$ cat src/rtl/counter_ud_4b.sv
`default_nettype none
// ============================================================================
// Module      : counter_ud_4b
// Description : Synchronous loadable up/down binary counter with asynchronous
//               clear, parallel/trickle enables and a direction-aware terminal
//               count output for cascading wider counters from 4-bit stages.
// Revision    : 1.0 - initial release
// ============================================================================
module counter_ud_4b #(
  parameter int WIDTH = 4
) (
  input  logic             clk,
  input  logic             clr_n,
  input  logic             ld_n,
  input  logic             p_en,
  input  logic             t_en,
  input  logic             up,
  input  logic [WIDTH-1:0] data_in,
  output logic [WIDTH-1:0] data_out,
  output logic             tc_out,
  output logic             zero
);

  localparam logic [WIDTH-1:0] c_ONE  = WIDTH'(1);
  localparam logic [WIDTH-1:0] c_ONES = {WIDTH{1'b1}};
  localparam logic [WIDTH-1:0] c_ZERO = '0;

  // The counter value is the only state; data_out is driven straight from it.
  logic [WIDTH-1:0] r_count;
  logic             w_count_en;
  logic             w_at_ones;
  logic             w_at_zero;

  // Both enables must be high to step; a low enable masks X on the other one.
  assign w_count_en = p_en & t_en;
  assign w_at_ones  = (r_count == c_ONES);
  assign w_at_zero  = (r_count == c_ZERO);

  // Count register: clear wins asynchronously, then load, then count, else hold.
  always_ff @(posedge clk or negedge clr_n) begin
    if (!clr_n) begin
      r_count <= c_ZERO;
    end else if (!ld_n) begin
      r_count <= data_in;
    end else if (w_count_en) begin
      if (up) begin
        r_count <= r_count + c_ONE;
      end else begin
        r_count <= r_count - c_ONE;
      end
    end
  end

  assign data_out = r_count;

  // Terminal count follows the current direction with no latency, so the next
  // stage steps exactly on this stage's wrap edge whether counting up or down.
  assign tc_out = t_en & ((up & w_at_ones) | (~up & w_at_zero));

  assign zero = w_at_zero;

endmodule
`default_nettype wire

$ cat config.mk
export PLATFORM = sky130hd
export DESIGN_NAME = counter_ud_4b
export DESIGN_NICKNAME = d
export VERILOG_FILES = /design/src/rtl/counter_ud_4b.sv
export SDC_FILE = /design/constraint.sdc
export NUM_CORES = 1
export LEC_CHECK = 0
export CAP_MARGIN = 10
export CORE_AREA = 3 3 40 42
export CTS_BUF_LIST = sky130_fd_sc_hd__clkbuf_4
export DETAILED_ROUTE_END_ITERATION = 10
export DIE_AREA = 0 0 43 45
export PLACE_DENSITY = 0.52
export SLEW_MARGIN = 20
export SYNTH_ARGS = -nofsm -noshare
export SYNTH_HDL_FRONTEND = slang
export SYNTH_SLANG_ARGS = --single-unit
$ cat constraint.sdc
create_clock -name clk -period 2.1 [get_ports clk]
set_input_delay 0.42 -clock clk [delete_from_list [all_inputs] [get_ports clk]]
set_output_delay 0.42 -clock clk [all_outputs]
set_load 0.02 [all_outputs]
==> flow_results.xml, run 1 <==
<?xml version="1.0" encoding="UTF-8"?>
<metrics>
  <group name="setup_path">
    <metric name="critPathSlowestCell" unit="">sky130_fd_sc_hd__clkdlybuf4s50_1</metric>
    <metric name="crit_family" unit="">buffers and inverters</metric>
    <metric name="timing.rr.start" unit="">data_out[2]$_DFFE_PN0P_</metric>
    <metric name="crit_path_cell_trace" unit="">nor4_2 -&gt; clkdlybuf4s50_1</metric>
    <metric name="crit_type" unit="">reg2out</metric>
    <metric name="worstSetupStartpointType" unit="">flip-flop</metric>
    <metric name="critical_path.endpoint_type" unit="">output port</metric>
    <metric name="setup.worst_path.start" unit="">data_out[0]$_DFFE_PN0P_</metric>
    <metric name="timing.critical_path.required" unit="ps">1680</metric>
    <metric name="cp.arrival" unit="ps">1590</metric>
    <metric name="critical-path-max-stage-delay" unit="ps">650</metric>
    <metric name="rrSetupSlack" unit="ps">520</metric>
    <metric name="peak_fanout_along_the_critical_path" unit="">3</metric>
    <metric name="path_buf_inv" unit="">1</metric>
  </group>
  <group name="floorplan">
    <metric name="start_util" unit="%">26.00</metric>
    <metric name="dieWidth" unit="µm">43</metric>
    <metric name="cell_rows" unit="">13</metric>
    <metric name="core" unit="µm²">1285</metric>
    <metric name="fp.dieH" unit="µm">45</metric>
    <metric name="dieArea" unit="µm²">1935</metric>
    <metric name="ioPinCount" unit="">16</metric>
  </group>
  <group name="pwr">
    <metric name="power.share.sequential" unit="%">26.4</metric>
    <metric name="worst_ir_drop_on_vdd" unit="µV">427.9</metric>
    <metric name="internal-power" unit="µW">246.4</metric>
    <metric name="power.switching_fraction" unit="%">33.48</metric>
    <metric name="power_frac_clock" unit="%">25.8</metric>
    <metric name="switchingPower" unit="µW">124.0</metric>
    <metric name="fin_total_pwr" unit="µW">370.4</metric>
    <metric name="combPwrFrac" unit="%">47.9</metric>
    <metric name="p_leak" unit="nW">0.2688</metric>
    <metric name="power.density" unit="nW/µm²">611.7</metric>
  </group>
  <group name="yosys">
    <metric name="synth-warning-count" unit="">0</metric>
    <metric name="ys_dominant_reg_cell" unit="">sky130_fd_sc_hd__dfrtp_1</metric>
    <metric name="synthArstFlopShare" unit="%">100.0</metric>
    <metric name="synth_top_area_share" unit="%">29.96</metric>
    <metric name="synth-edff-count" unit="">0</metric>
    <metric name="post_synth_inst_count" unit="">37</metric>
    <metric name="seq_area_frac_synth" unit="%">29.96</metric>
    <metric name="synth.cell_area" unit="µm²">334.1</metric>
    <metric name="synth_cell_types" unit="">24</metric>
    <metric name="yosys_register_bits" unit="">4</metric>
    <metric name="synth_largest_area_cell" unit="">sky130_fd_sc_hd__dfrtp_1</metric>
    <metric name="synth.top_cells.by_count" unit="">sky130_fd_sc_hd__dfrtp_1, sky130_fd_sc_hd__nand2_1, sky130_fd_sc_hd__nand3_1</metric>
    <metric name="synth_fp_nets" unit="">50</metric>
    <metric name="synth.top_cells.by_area" unit="">sky130_fd_sc_hd__dfrtp_1, sky130_fd_sc_hd__ha_1, sky130_fd_sc_hd__fa_1</metric>
    <metric name="syn_avg_cell_area" unit="µm²">9.029</metric>
  </group>
  <group name="global_routing">
    <metric name="grt_antenna_before_repair" unit="">0</metric>
    <metric name="grt_pass1_wl" unit="mm">1.607</metric>
    <metric name="grt_start_max_net_pins" unit="">8</metric>
    <metric name="overflow" unit="">0</metric>
    <metric name="vias_in_the_first_global_route" unit="">352</metric>
    <metric name="globalRouteTotalUtil" unit="%">11.39</metric>
  </group>
  <group name="placed_design">
    <metric name="dpl.hpwl" unit="µm">731.5</metric>
    <metric name="post-place-cells" unit="">74</metric>
    <metric name="portBuffers" unit="">15</metric>
    <metric name="pre_cts_setup_slack" unit="ps">-273.4</metric>
    <metric name="gp_congestion" unit="">0.7338</metric>
  </group>
  <group name="layout">
    <metric name="insertedDiodeCount" unit="">0</metric>
    <metric name="drive_gt1_share" unit="%">30.65</metric>
    <metric name="flip_flop_count_of_the_largest_register_after_layout" unit="">4</metric>
    <metric name="fin_util" unit="%">47.13</metric>
    <metric name="num-nets-final" unit="">77</metric>
    <metric name="syn_to_final_growth" unit="%">81.27</metric>
    <metric name="finalNonFillerCells" unit="">77</metric>
  </group>
  <group name="timing">
    <metric name="finalWorstSetupSlack" unit="ps">89.93</metric>
    <metric name="setup_viol_count_final" unit="">0</metric>
    <metric name="worst-slew-pin-transition" unit="ps">269.5</metric>
    <metric name="max_slew_margin" unit="%">82.00</metric>
    <metric name="finalCritPeriodShare" unit="%">95.72</metric>
    <metric name="rsz0062_at_grt" unit="">no</metric>
    <metric name="maxSlewViolCount" unit="">0</metric>
    <metric name="timing.fmax" unit="GHz">0.4975</metric>
    <metric name="period_needed" unit="ps">2010</metric>
    <metric name="final.hold.worst_slack" unit="ps">384.7</metric>
    <metric name="hold_viol" unit="">0</metric>
    <metric name="final.setup_skew" unit="ps">1.971</metric>
  </group>
  <group name="job">
    <metric name="cap_violations" unit="">0</metric>
  </group>
  <group name="cts">
    <metric name="insertion_delay" unit="ps">230</metric>
    <metric name="cts_buffer_depth" unit="">2</metric>
    <metric name="tritoncts" unit="">done</metric>
    <metric name="clock_tree.htree_level_count" unit="">1</metric>
    <metric name="clkSlewWorstSetupHoldPaths" unit="ps">40</metric>
    <metric name="cts_sinks" unit="">4</metric>
    <metric name="cts_root_buf" unit="">sky130_fd_sc_hd__clkbuf_4</metric>
    <metric name="cts.repair_timing.setup_buffer_count" unit="">0</metric>
    <metric name="numCtsBuffers" unit="">3</metric>
  </group>
  <group name="drt">
    <metric name="highest-signal-layer" unit="">met3</metric>
    <metric name="detail_route.wirelength.met1" unit="µm">376</metric>
    <metric name="antenna_violating_nets_post_route" unit="">0</metric>
    <metric name="routed-via-count" unit="">371</metric>
    <metric name="firstDrtPassIters" unit="">2</metric>
    <metric name="detail_route.wirelength" unit="µm">889</metric>
    <metric name="met2WireLength" unit="µm">474</metric>
    <metric name="drc_errors" unit="">0</metric>
    <metric name="avgRoutedWirePerCell" unit="µm">11.55</metric>
    <metric name="dr_wl_met3" unit="µm">38</metric>
    <metric name="drt-initial-drc-count" unit="">1</metric>
    <metric name="route.detailed.vias_per_inst" unit="">4.818</metric>
  </group>
  <group name="run_status">
    <metric name="outcome" unit="">finished clean</metric>
  </group>
  <group name="worst_hold_path">
    <metric name="timing.hold.worst.class" unit="">in2async</metric>
  </group>
</metrics>
==> logic make-up (layout without fill, tap and decap cells) <==
kind of cell | count (synthesis) | in the layout | synth area share (%)
simple gates | 15 | 15 | 23.97
compound gates | 9 | 9 | 17.60
flops | 4 | 4 | 29.96
fa+ha+maj | 3 | 3 | 13.48
xor+xnor | 2 | 2 | 5.244
mux | 2 | 2 | 6.367
buf+inv | 2 | 27 | 3.371
==> layout by cell type, fill, tap and decap left out <==
| master | instances |
|---|---|
| sky130_fd_sc_hd__inv_1 | 1 |
| sky130_fd_sc_hd__a31oi_1 | 1 |
| sky130_fd_sc_hd__mux2i_1 | 1 |
| sky130_fd_sc_hd__and3_1 | 1 |
| sky130_fd_sc_hd__a21boi_1 | 1 |
| sky130_fd_sc_hd__a21oi_2 | 1 |
| sky130_fd_sc_hd__o21ai_0 | 1 |
| sky130_fd_sc_hd__or4b_1 | 1 |
| sky130_fd_sc_hd__and2b_2 | 1 |
| sky130_fd_sc_hd__a21oi_1 | 2 |
| sky130_fd_sc_hd__a2111oi_2 | 1 |
| sky130_fd_sc_hd__ha_2 | 1 |
| sky130_fd_sc_hd__clkbuf_4 | 3 |
| sky130_fd_sc_hd__dfrtp_1 | 4 |
| sky130_fd_sc_hd__fa_1 | 1 |
| sky130_fd_sc_hd__clkdlybuf4s50_1 | 13 |
| sky130_fd_sc_hd__buf_4 | 8 |
| sky130_fd_sc_hd__xor2_1 | 1 |
| sky130_fd_sc_hd__mux2_2 | 1 |
| sky130_fd_sc_hd__nand2_1 | 4 |
| sky130_fd_sc_hd__xnor2_2 | 1 |
| sky130_fd_sc_hd__dlygate4sd2_1 | 1 |
| sky130_fd_sc_hd__dlymetal6s2s_1 | 1 |
| sky130_fd_sc_hd__a21o_1 | 1 |
| sky130_fd_sc_hd__nor2_1 | 2 |
| sky130_fd_sc_hd__ha_1 | 1 |
| sky130_fd_sc_hd__a41oi_1 | 1 |
| sky130_fd_sc_hd__nand2_2 | 1 |
| sky130_fd_sc_hd__nor4_2 | 1 |
| sky130_fd_sc_hd__nand3_1 | 4 |
==> area by class of cell <==
type | count | area [µm²]
Sequential cell | 4 | 100.1
Tap cell | 15 | 18.77
Fill cell | 134 | 679.4
Clock buffer | 3 | 22.52
Inverter | 1 | 3.754
Timing Repair Buffer | 23 | 211.5
Multi-Input combinational cell | 31 | 249.0
==> power by group through the flow <==
stage	Sequential (mW)	Combinational, mW	Clock [mW]
5_1_grt	0.0996	0.194	0.110
2_1_floorplan	0.122	0.0578	0
3_3_place_gp	0.0988	0.165	0
6_report	0.0977	0.177	0.0955
3_5_place_dp	0.0986	0.165	0
4_1_cts	0.0976	0.172	0.101
==> final timing paths <==
kind / to / cells after the start
max in group asynchronous: data_out[2]$_DFFE_PN0P_ / 1
min: data_out[1]$_DFFE_PN0P_ / 1
min reg2reg: data_out[3]$_DFFE_PN0P_ / 3
max: zero / 2
max reg2reg: data_out[3]$_DFFE_PN0P_ / 6
min in group clk: data_out[3]$_DFFE_PN0P_ / 4
==> through the flow <==
stage	setup TNS, ps	area [µm²]
2_1_floorplan	0	340.3
3_3_place_gp	-684.0	561.8
3_5_place_dp	-791.7	561.8
4_1_cts	0	593.1
5_1_grt	0	605.6
6_report	0	605.6
==> repair_timing <==
item                                    CTS  global route
endpoints found under the setup margin    2             3
pin swaps                                 0             1
resized for setup                         4             3
hold endpoints to repair                  0             0
hold buffers                              0             0
==> per-layer routing <==
metal  track usage, %  vias up
li1                 -      190
met5                0        -
met3            4.781        0
met4            3.614        0
met2            18.86       10
met1            13.48      171
(Power assumes the default switching activity.)
==> run 2: changes to the inputs <==
- TNS_END_PERCENT: not set -> 10
==> run 2 against run 1 <==
  * Clock skew hardly changed
  * Maximum frequency is 0.29% lower
  * Total power is 0.14% higher
  * Final area stayed put
  * Global-route usage is 0.59 points lower
  * Critical path depth stayed put
  * Combinational power hardly changed
  * Cell count stayed put
  * Setup slack worse by 5.7 ps
  * Via count is 0.54% lower
  * Largest power group unchanged
==> flow_results.xml, run 2 (synthesized netlist as in run 1, its figures left out) <==
<?xml version="1.0" encoding="UTF-8"?>
<metrics>
  <group name="placed_design">
    <metric name="dpl.hpwl" unit="µm">731.5</metric>
    <metric name="dpl-instance-area" unit="µm²">561.8</metric>
    <metric name="gp_congestion" unit="">0.7338</metric>
    <metric name="portBuffers" unit="">15</metric>
  </group>
  <group name="timing">
    <metric name="max_slew_margin" unit="%">81.90</metric>
    <metric name="worst-slew-pin-transition" unit="ps">271.0</metric>
    <metric name="rsz0062_at_grt" unit="">no</metric>
    <metric name="timing.setup.tns" unit="ps">0</metric>
    <metric name="finalCritPeriodShare" unit="%">95.99</metric>
    <metric name="timing.fmax" unit="GHz">0.4961</metric>
    <metric name="maxSlewViolCount" unit="">0</metric>
    <metric name="period_needed" unit="ps">2016</metric>
    <metric name="hold_viol" unit="">0</metric>
    <metric name="setup_viol_count_final" unit="">0</metric>
    <metric name="final.setup_skew" unit="ps">1.973</metric>
  </group>
  <group name="drt">
    <metric name="routed-via-count" unit="">369</metric>
    <metric name="firstDrtPassIters" unit="">2</metric>
    <metric name="met2WireLength" unit="µm">457</metric>
    <metric name="detail_route.wirelength" unit="µm">890</metric>
    <metric name="highest-signal-layer" unit="">met3</metric>
    <metric name="antenna_violating_nets_post_route" unit="">0</metric>
    <metric name="drc_errors" unit="">0</metric>
    <metric name="route.detailed.vias_per_inst" unit="">4.792</metric>
    <metric name="detail_route.wirelength.met1" unit="µm">393</metric>
    <metric name="dr_wl_met3" unit="µm">38</metric>
    <metric name="avgRoutedWirePerCell" unit="µm">11.56</metric>
    <metric name="drt-initial-drc-count" unit="">1</metric>
  </group>
  <group name="layout">
    <metric name="fin_area" unit="µm²">605.6</metric>
    <metric name="syn_to_final_growth" unit="%">81.27</metric>
    <metric name="insertedDiodeCount" unit="">0</metric>
    <metric name="num-nets-final" unit="">77</metric>
    <metric name="drive_gt1_share" unit="%">30.65</metric>
    <metric name="flip_flop_count_of_the_largest_register_after_layout" unit="">4</metric>
    <metric name="final_cell_mix" unit="">sky130_fd_sc_hd__clkdlybuf4s50_1, sky130_fd_sc_hd__buf_4, sky130_fd_sc_hd__nand2_1, sky130_fd_sc_hd__nand3_1, sky130_fd_sc_hd__dfrtp_1</metric>
    <metric name="fillerInstances" unit="">134</metric>
    <metric name="layout.cells.most_common" unit="">sky130_fd_sc_hd__clkdlybuf4s50_1</metric>
  </group>
  <group name="setup_path">
    <metric name="worstSetupStartpointType" unit="">flip-flop</metric>
    <metric name="crit_type" unit="">reg2out</metric>
    <metric name="cp.arrival" unit="ps">1600</metric>
    <metric name="timing.critical_path.required" unit="ps">1680</metric>
    <metric name="setup.worst_path.start" unit="">data_out[0]$_DFFE_PN0P_</metric>
    <metric name="critPathSlowestCell" unit="">sky130_fd_sc_hd__clkdlybuf4s50_1</metric>
    <metric name="crit_path_cell_trace" unit="">nor4_2 -&gt; clkdlybuf4s50_1</metric>
    <metric name="peak_fanout_along_the_critical_path" unit="">3</metric>
    <metric name="critical-path-max-stage-delay" unit="ps">650</metric>
    <metric name="critical_path.endpoint_type" unit="">output port</metric>
    <metric name="timing.rr.start" unit="">data_out[2]$_DFFE_PN0P_</metric>
  </group>
  <group name="cts">
    <metric name="cts.repair_timing.setup_buffer_count" unit="">0</metric>
    <metric name="ctsResizeCount" unit="">2</metric>
    <metric name="clkSlewWorstSetupHoldPaths" unit="ps">40</metric>
    <metric name="clock_tree.htree_level_count" unit="">1</metric>
    <metric name="post_cts_hold_buffer_count" unit="">0</metric>
    <metric name="tritoncts" unit="">done</metric>
    <metric name="cts_sinks" unit="">4</metric>
    <metric name="cts_buffer_depth" unit="">2</metric>
    <metric name="cts_root_buf" unit="">sky130_fd_sc_hd__clkbuf_4</metric>
    <metric name="numCtsBuffers" unit="">3</metric>
    <metric name="insertion_delay" unit="ps">230</metric>
  </group>
  <group name="pwr">
    <metric name="switchingPower" unit="µW">124.6</metric>
    <metric name="combPwrFrac" unit="%">47.9</metric>
    <metric name="internal-power" unit="µW">246.3</metric>
    <metric name="p_leak" unit="nW">0.2688</metric>
    <metric name="power.switching_fraction" unit="%">33.60</metric>
    <metric name="power_frac_clock" unit="%">25.8</metric>
    <metric name="worst_ir_drop_on_vdd" unit="µV">428.4</metric>
    <metric name="power.share.sequential" unit="%">26.3</metric>
    <metric name="power.density" unit="nW/µm²">612.5</metric>
  </group>
  <group name="worst_hold_path">
    <metric name="timing.hold.worst.class" unit="">in2async</metric>
  </group>
  <group name="global_routing">
    <metric name="overflow" unit="">0</metric>
    <metric name="grt_start_max_net_pins" unit="">8</metric>
    <metric name="grt_antenna_before_repair" unit="">0</metric>
    <metric name="globalRouteTotalUtil" unit="%">10.80</metric>
    <metric name="vias_in_the_first_global_route" unit="">326</metric>
    <metric name="grt_pass1_wl" unit="mm">1.511</metric>
  </group>
  <group name="floorplan">
    <metric name="core" unit="µm²">1285</metric>
    <metric name="dieWidth" unit="µm">43</metric>
    <metric name="cell_rows" unit="">13</metric>
    <metric name="fp.dieH" unit="µm">45</metric>
    <metric name="dieArea" unit="µm²">1935</metric>
    <metric name="start_util" unit="%">26.00</metric>
    <metric name="ioPinCount" unit="">16</metric>
  </group>
  <group name="run_status">
    <metric name="outcome" unit="">finished clean</metric>
  </group>
  <group name="job">
    <metric name="cap_violations" unit="">0</metric>
  </group>
</metrics>
-- run 2: cell counts in the layout (fill, tap and decap cells not counted) --
No cell type changed its count.
-- run 2: layout make-up --
type	instances	area [µm²]	area share, %
sequential	4	100.1	16.53
tap	15	18.77	3.099
multi-input combinational	31	249.0	41.12
timing repair buffer	23	211.5	34.92
clock buffer	3	22.52	3.719
inverter	1	3.754	0.6198
-- run 2: worst max-delay path, delay by kind of cell, from the launching register on --
kind,cells,cell delay (ps)
buffers and inverters,1,650
DFF,1,390
and+or+nand+nor,1,320
-- run 2: stage by stage --
stage                     power (mW)  hold slack, ps  worst slack, ps  std cells  util [%]
after floorplan               0.1798           124.4            121.3         37         -
after global placement        0.2641           634.8           -255.6         74     43.72
after detailed placement      0.2639           635.7           -273.4         74     43.72
after CTS                     0.3650           381.5           -8.516         77     45.47
after global routing          0.4023           378.3            5.682         77     47.13
final                         0.3709           384.5            84.18         77     47.13
-- run 2: path summary, 6_finish.rpt --
kind | end | slack (ps) | cells after the start
worst min register to register | data_out[3]$_DFFE_PN0P_ | 710 | 3
worst max-delay path | zero | 80 | 2
min in group clk | data_out[3]$_DFFE_PN0P_ | 650 | 4
max in group asynchronous | data_out[2]$_DFFE_PN0P_ | 1550 | 1
worst min-delay path | data_out[1]$_DFFE_PN0P_ | 380 | 1
worst max register to register | data_out[3]$_DFFE_PN0P_ | 500 | 6
-- run 2: layer usage --
layer	up-vias	GRT usage, %
li1	190	-
met5	-	0
met1	169	12.99
met4	0	3.614
met3	0	4.781
met2	10	17.37
-- run 2: power by group through the flow --
stage	Sequential, mW	Clock (mW)	Combinational (mW)
finish	0.0977	0.0956	0.178
global route	0.0996	0.110	0.193
CTS	0.0976	0.101	0.166
detailed placement	0.0986	0	0.165
global placement	0.0988	0	0.165
floorplan	0.122	0	0.0578
==> run 3: changes to the inputs <==
- REMOVE_ABC_BUFFERS: not set -> 1
==> run 3 against run 2 <==
  * Routed wire length shrank 11%
  * Critical path type is now in2reg
  * Clock skew fell by 1.9 ps
  * Sequential power down 3.1%
  * Largest cell class unchanged
  * Global-route usage shrank 1.4 points
  * Maximum frequency grew 0.75%
==> flow_results.xml, run 3 (synthesized netlist as in run 1, its figures left out) <==
<?xml version="1.0" encoding="UTF-8"?>
<metrics>
  <group name="timing">
    <metric name="final.setup_skew" unit="ps">0.05293</metric>
    <metric name="finalCritPeriodShare" unit="%">95.28</metric>
    <metric name="finalWorstSetupSlack" unit="ps">99.19</metric>
    <metric name="hold_viol" unit="">0</metric>
    <metric name="rsz0062_at_grt" unit="">no</metric>
    <metric name="maxSlewViolCount" unit="">0</metric>
    <metric name="setup_viol_count_final" unit="">0</metric>
    <metric name="timing.setup.tns" unit="ps">0</metric>
    <metric name="timing.fmax" unit="GHz">0.4998</metric>
    <metric name="period_needed" unit="ps">2001</metric>
    <metric name="max_slew_margin" unit="%">80.40</metric>
    <metric name="worst-slew-pin-transition" unit="ps">291.3</metric>
  </group>
  <group name="setup_path">
    <metric name="peak_fanout_along_the_critical_path" unit="">4</metric>
    <metric name="timing.critical_path.required" unit="ps">2200</metric>
    <metric name="worstSetupStartpointType" unit="">input pin</metric>
    <metric name="critical_path.reg2reg.endpoint" unit="">data_out[3]$_DFFE_PN0P_</metric>
    <metric name="crit_type" unit="">in2reg</metric>
    <metric name="rrSetupSlack" unit="ps">490</metric>
    <metric name="critical-path-max-stage-delay" unit="ps">490</metric>
    <metric name="crit_path_cell_trace" unit="">clkdlybuf4s50_1 -&gt; inv_1 -&gt; buf_4 -&gt; ha_1 -&gt; a21oi_1 -&gt; nand2_1 -&gt; a41oi_1 -&gt; nand3_1</metric>
    <metric name="timing.rr.start" unit="">data_out[2]$_DFFE_PN0P_</metric>
    <metric name="rr_worst_depth" unit="">6</metric>
    <metric name="cp.arrival" unit="ps">2100</metric>
    <metric name="critical_path.endpoint_type" unit="">flip-flop</metric>
    <metric name="crit_end" unit="">data_out[3]$_DFFE_PN0P_</metric>
    <metric name="setup.worst_path.start" unit="">up</metric>
    <metric name="critPathSlowestCell" unit="">sky130_fd_sc_hd__clkdlybuf4s50_1</metric>
  </group>
  <group name="cts">
    <metric name="cts_root_buf" unit="">sky130_fd_sc_hd__clkbuf_4</metric>
    <metric name="cts_sinks" unit="">4</metric>
    <metric name="clkSlewWorstSetupHoldPaths" unit="ps">40</metric>
    <metric name="cts_buffer_depth" unit="">2</metric>
    <metric name="numCtsBuffers" unit="">3</metric>
    <metric name="tritoncts" unit="">done</metric>
    <metric name="cts.repair_timing.setup_buffer_count" unit="">0</metric>
    <metric name="insertion_delay" unit="ps">230</metric>
    <metric name="clock_tree.htree_level_count" unit="">1</metric>
  </group>
  <group name="layout">
    <metric name="syn_to_final_growth" unit="%">77.53</metric>
    <metric name="layout.cells.most_common" unit="">sky130_fd_sc_hd__clkdlybuf4s50_1</metric>
    <metric name="insertedDiodeCount" unit="">0</metric>
    <metric name="final_cell_mix" unit="">sky130_fd_sc_hd__clkdlybuf4s50_1, sky130_fd_sc_hd__buf_4, sky130_fd_sc_hd__nand2_1, sky130_fd_sc_hd__nand3_1, sky130_fd_sc_hd__dfrtp_1</metric>
    <metric name="fin_util" unit="%">46.15</metric>
    <metric name="drive_gt1_share" unit="%">28.13</metric>
    <metric name="num-nets-final" unit="">79</metric>
    <metric name="flip_flop_count_of_the_largest_register_after_layout" unit="">4</metric>
  </group>
  <group name="floorplan">
    <metric name="ioPinCount" unit="">16</metric>
    <metric name="fp.dieH" unit="µm">45</metric>
    <metric name="start_util" unit="%">26.00</metric>
    <metric name="dieWidth" unit="µm">43</metric>
    <metric name="core" unit="µm²">1285</metric>
    <metric name="cell_rows" unit="">13</metric>
    <metric name="dieArea" unit="µm²">1935</metric>
  </group>
  <group name="job">
    <metric name="cap_violations" unit="">0</metric>
  </group>
  <group name="drt">
    <metric name="firstDrtPassIters" unit="">2</metric>
    <metric name="avgRoutedWirePerCell" unit="µm">10.03</metric>
    <metric name="antenna_violating_nets_post_route" unit="">0</metric>
    <metric name="drc_errors" unit="">0</metric>
    <metric name="route.detailed.vias_per_inst" unit="">4.646</metric>
    <metric name="drt-initial-drc-count" unit="">2</metric>
    <metric name="detail_route.wirelength" unit="µm">792</metric>
    <metric name="routed-via-count" unit="">367</metric>
  </group>
  <group name="pwr">
    <metric name="worst_ir_drop_on_vdd" unit="µV">337.5</metric>
    <metric name="power.density" unit="nW/µm²">605.9</metric>
    <metric name="p_leak" unit="nW">0.2657</metric>
  </group>
  <group name="global_routing">
    <metric name="grt_start_max_net_pins" unit="">8</metric>
    <metric name="vias_in_the_first_global_route" unit="">339</metric>
    <metric name="grt_antenna_before_repair" unit="">0</metric>
    <metric name="overflow" unit="">0</metric>
    <metric name="grt_pass1_wl" unit="mm">1.297</metric>
    <metric name="globalRouteTotalUtil" unit="%">9.448</metric>
  </group>
  <group name="placed_design">
    <metric name="pre_cts_setup_slack" unit="ps">-251.3</metric>
    <metric name="portBuffers" unit="">15</metric>
    <metric name="gp_congestion" unit="">0.6564</metric>
    <metric name="dpl.hpwl" unit="µm">672.7</metric>
  </group>
  <group name="worst_hold_path">
    <metric name="timing.hold.worst.class" unit="">in2async</metric>
  </group>
  <group name="run_status">
    <metric name="outcome" unit="">finished clean</metric>
  </group>
</metrics>
-- run 3: where the power goes --
group	switching (mW)	total (mW)	leakage, nW	internal, mW
logic	0.0785	0.170	0.206	0.0911
clock network	0.0310	0.0949	0.0138	0.0639
registers	0.00584	0.0947	0.0461	0.0889
-- run 3: layout make-up --
| cell class | instances | area, µm² |
|---|---|---|
| Multi-Input combinational cell | 31 | 229.0 |
| Clock buffer | 3 | 22.52 |
| Sequential cell | 4 | 100.1 |
| Fill cell | 136 | 691.9 |
| Inverter | 1 | 3.754 |
| Timing Repair Buffer | 25 | 219.0 |
| Tap cell | 15 | 18.77 |
-- run 3: worst max-delay path, delay by kind of cell --
kind	cells	cell delay (ps)
compound gates	2	450
fa+ha+maj	1	330
buf+inv	3	700
simple gates	2	200
-- run 3: worst min path at each step --
stage / startpoint / endpoint / slack, ps / depth (start not counted)
floorplan: clr_n / data_out[0]$_DFFE_PN0P_ / 120 / 0
global placement: clr_n / data_out[3]$_DFFE_PN0P_ / 640 / 1
detailed placement: clr_n / data_out[3]$_DFFE_PN0P_ / 640 / 1
CTS: clr_n / data_out[2]$_DFFE_PN0P_ / 380 / 1
global route: clr_n / data_out[2]$_DFFE_PN0P_ / 380 / 1
finish: clr_n / data_out[3]$_DFFE_PN0P_ / 390 / 1
-- run 3: metrics by stage --
| step | std cells | hold slack, ps | cell area, µm² | total power [mW] |
|---|---|---|---|---|
| after CTS | 79 | 384.8 | 590.6 | 0.3667 |
| after global placement | 76 | 637.7 | 570.5 | 0.2663 |
| after detailed placement | 76 | 640.3 | 570.5 | 0.2668 |
| after floorplan | 36 | 124.4 | 326.6 | 0.1742 |
| final | 79 | 388.8 | 593.1 | 0.3593 |
| after global routing | 79 | 377.9 | 593.1 | 0.3949 |
-- run 3: timing repair --
item	in CTS	in global routing
setup endpoints to repair	2	2
hold buffers	0	0
resized for setup	2	5
-- run 3: metal layers --
| layer | track usage, % | vias up | part of all wire [%] |
|---|---|---|---|
| met5 | 0 | - | 0 |
| met4 | 9.036 | 0 | 2.8 |
| met3 | 2.390 | 2 | 7.6 |
| met2 | 14.97 | 14 | 46 |
| met1 | 10.24 | 158 | 44 |
| li1 | - | 193 | - |
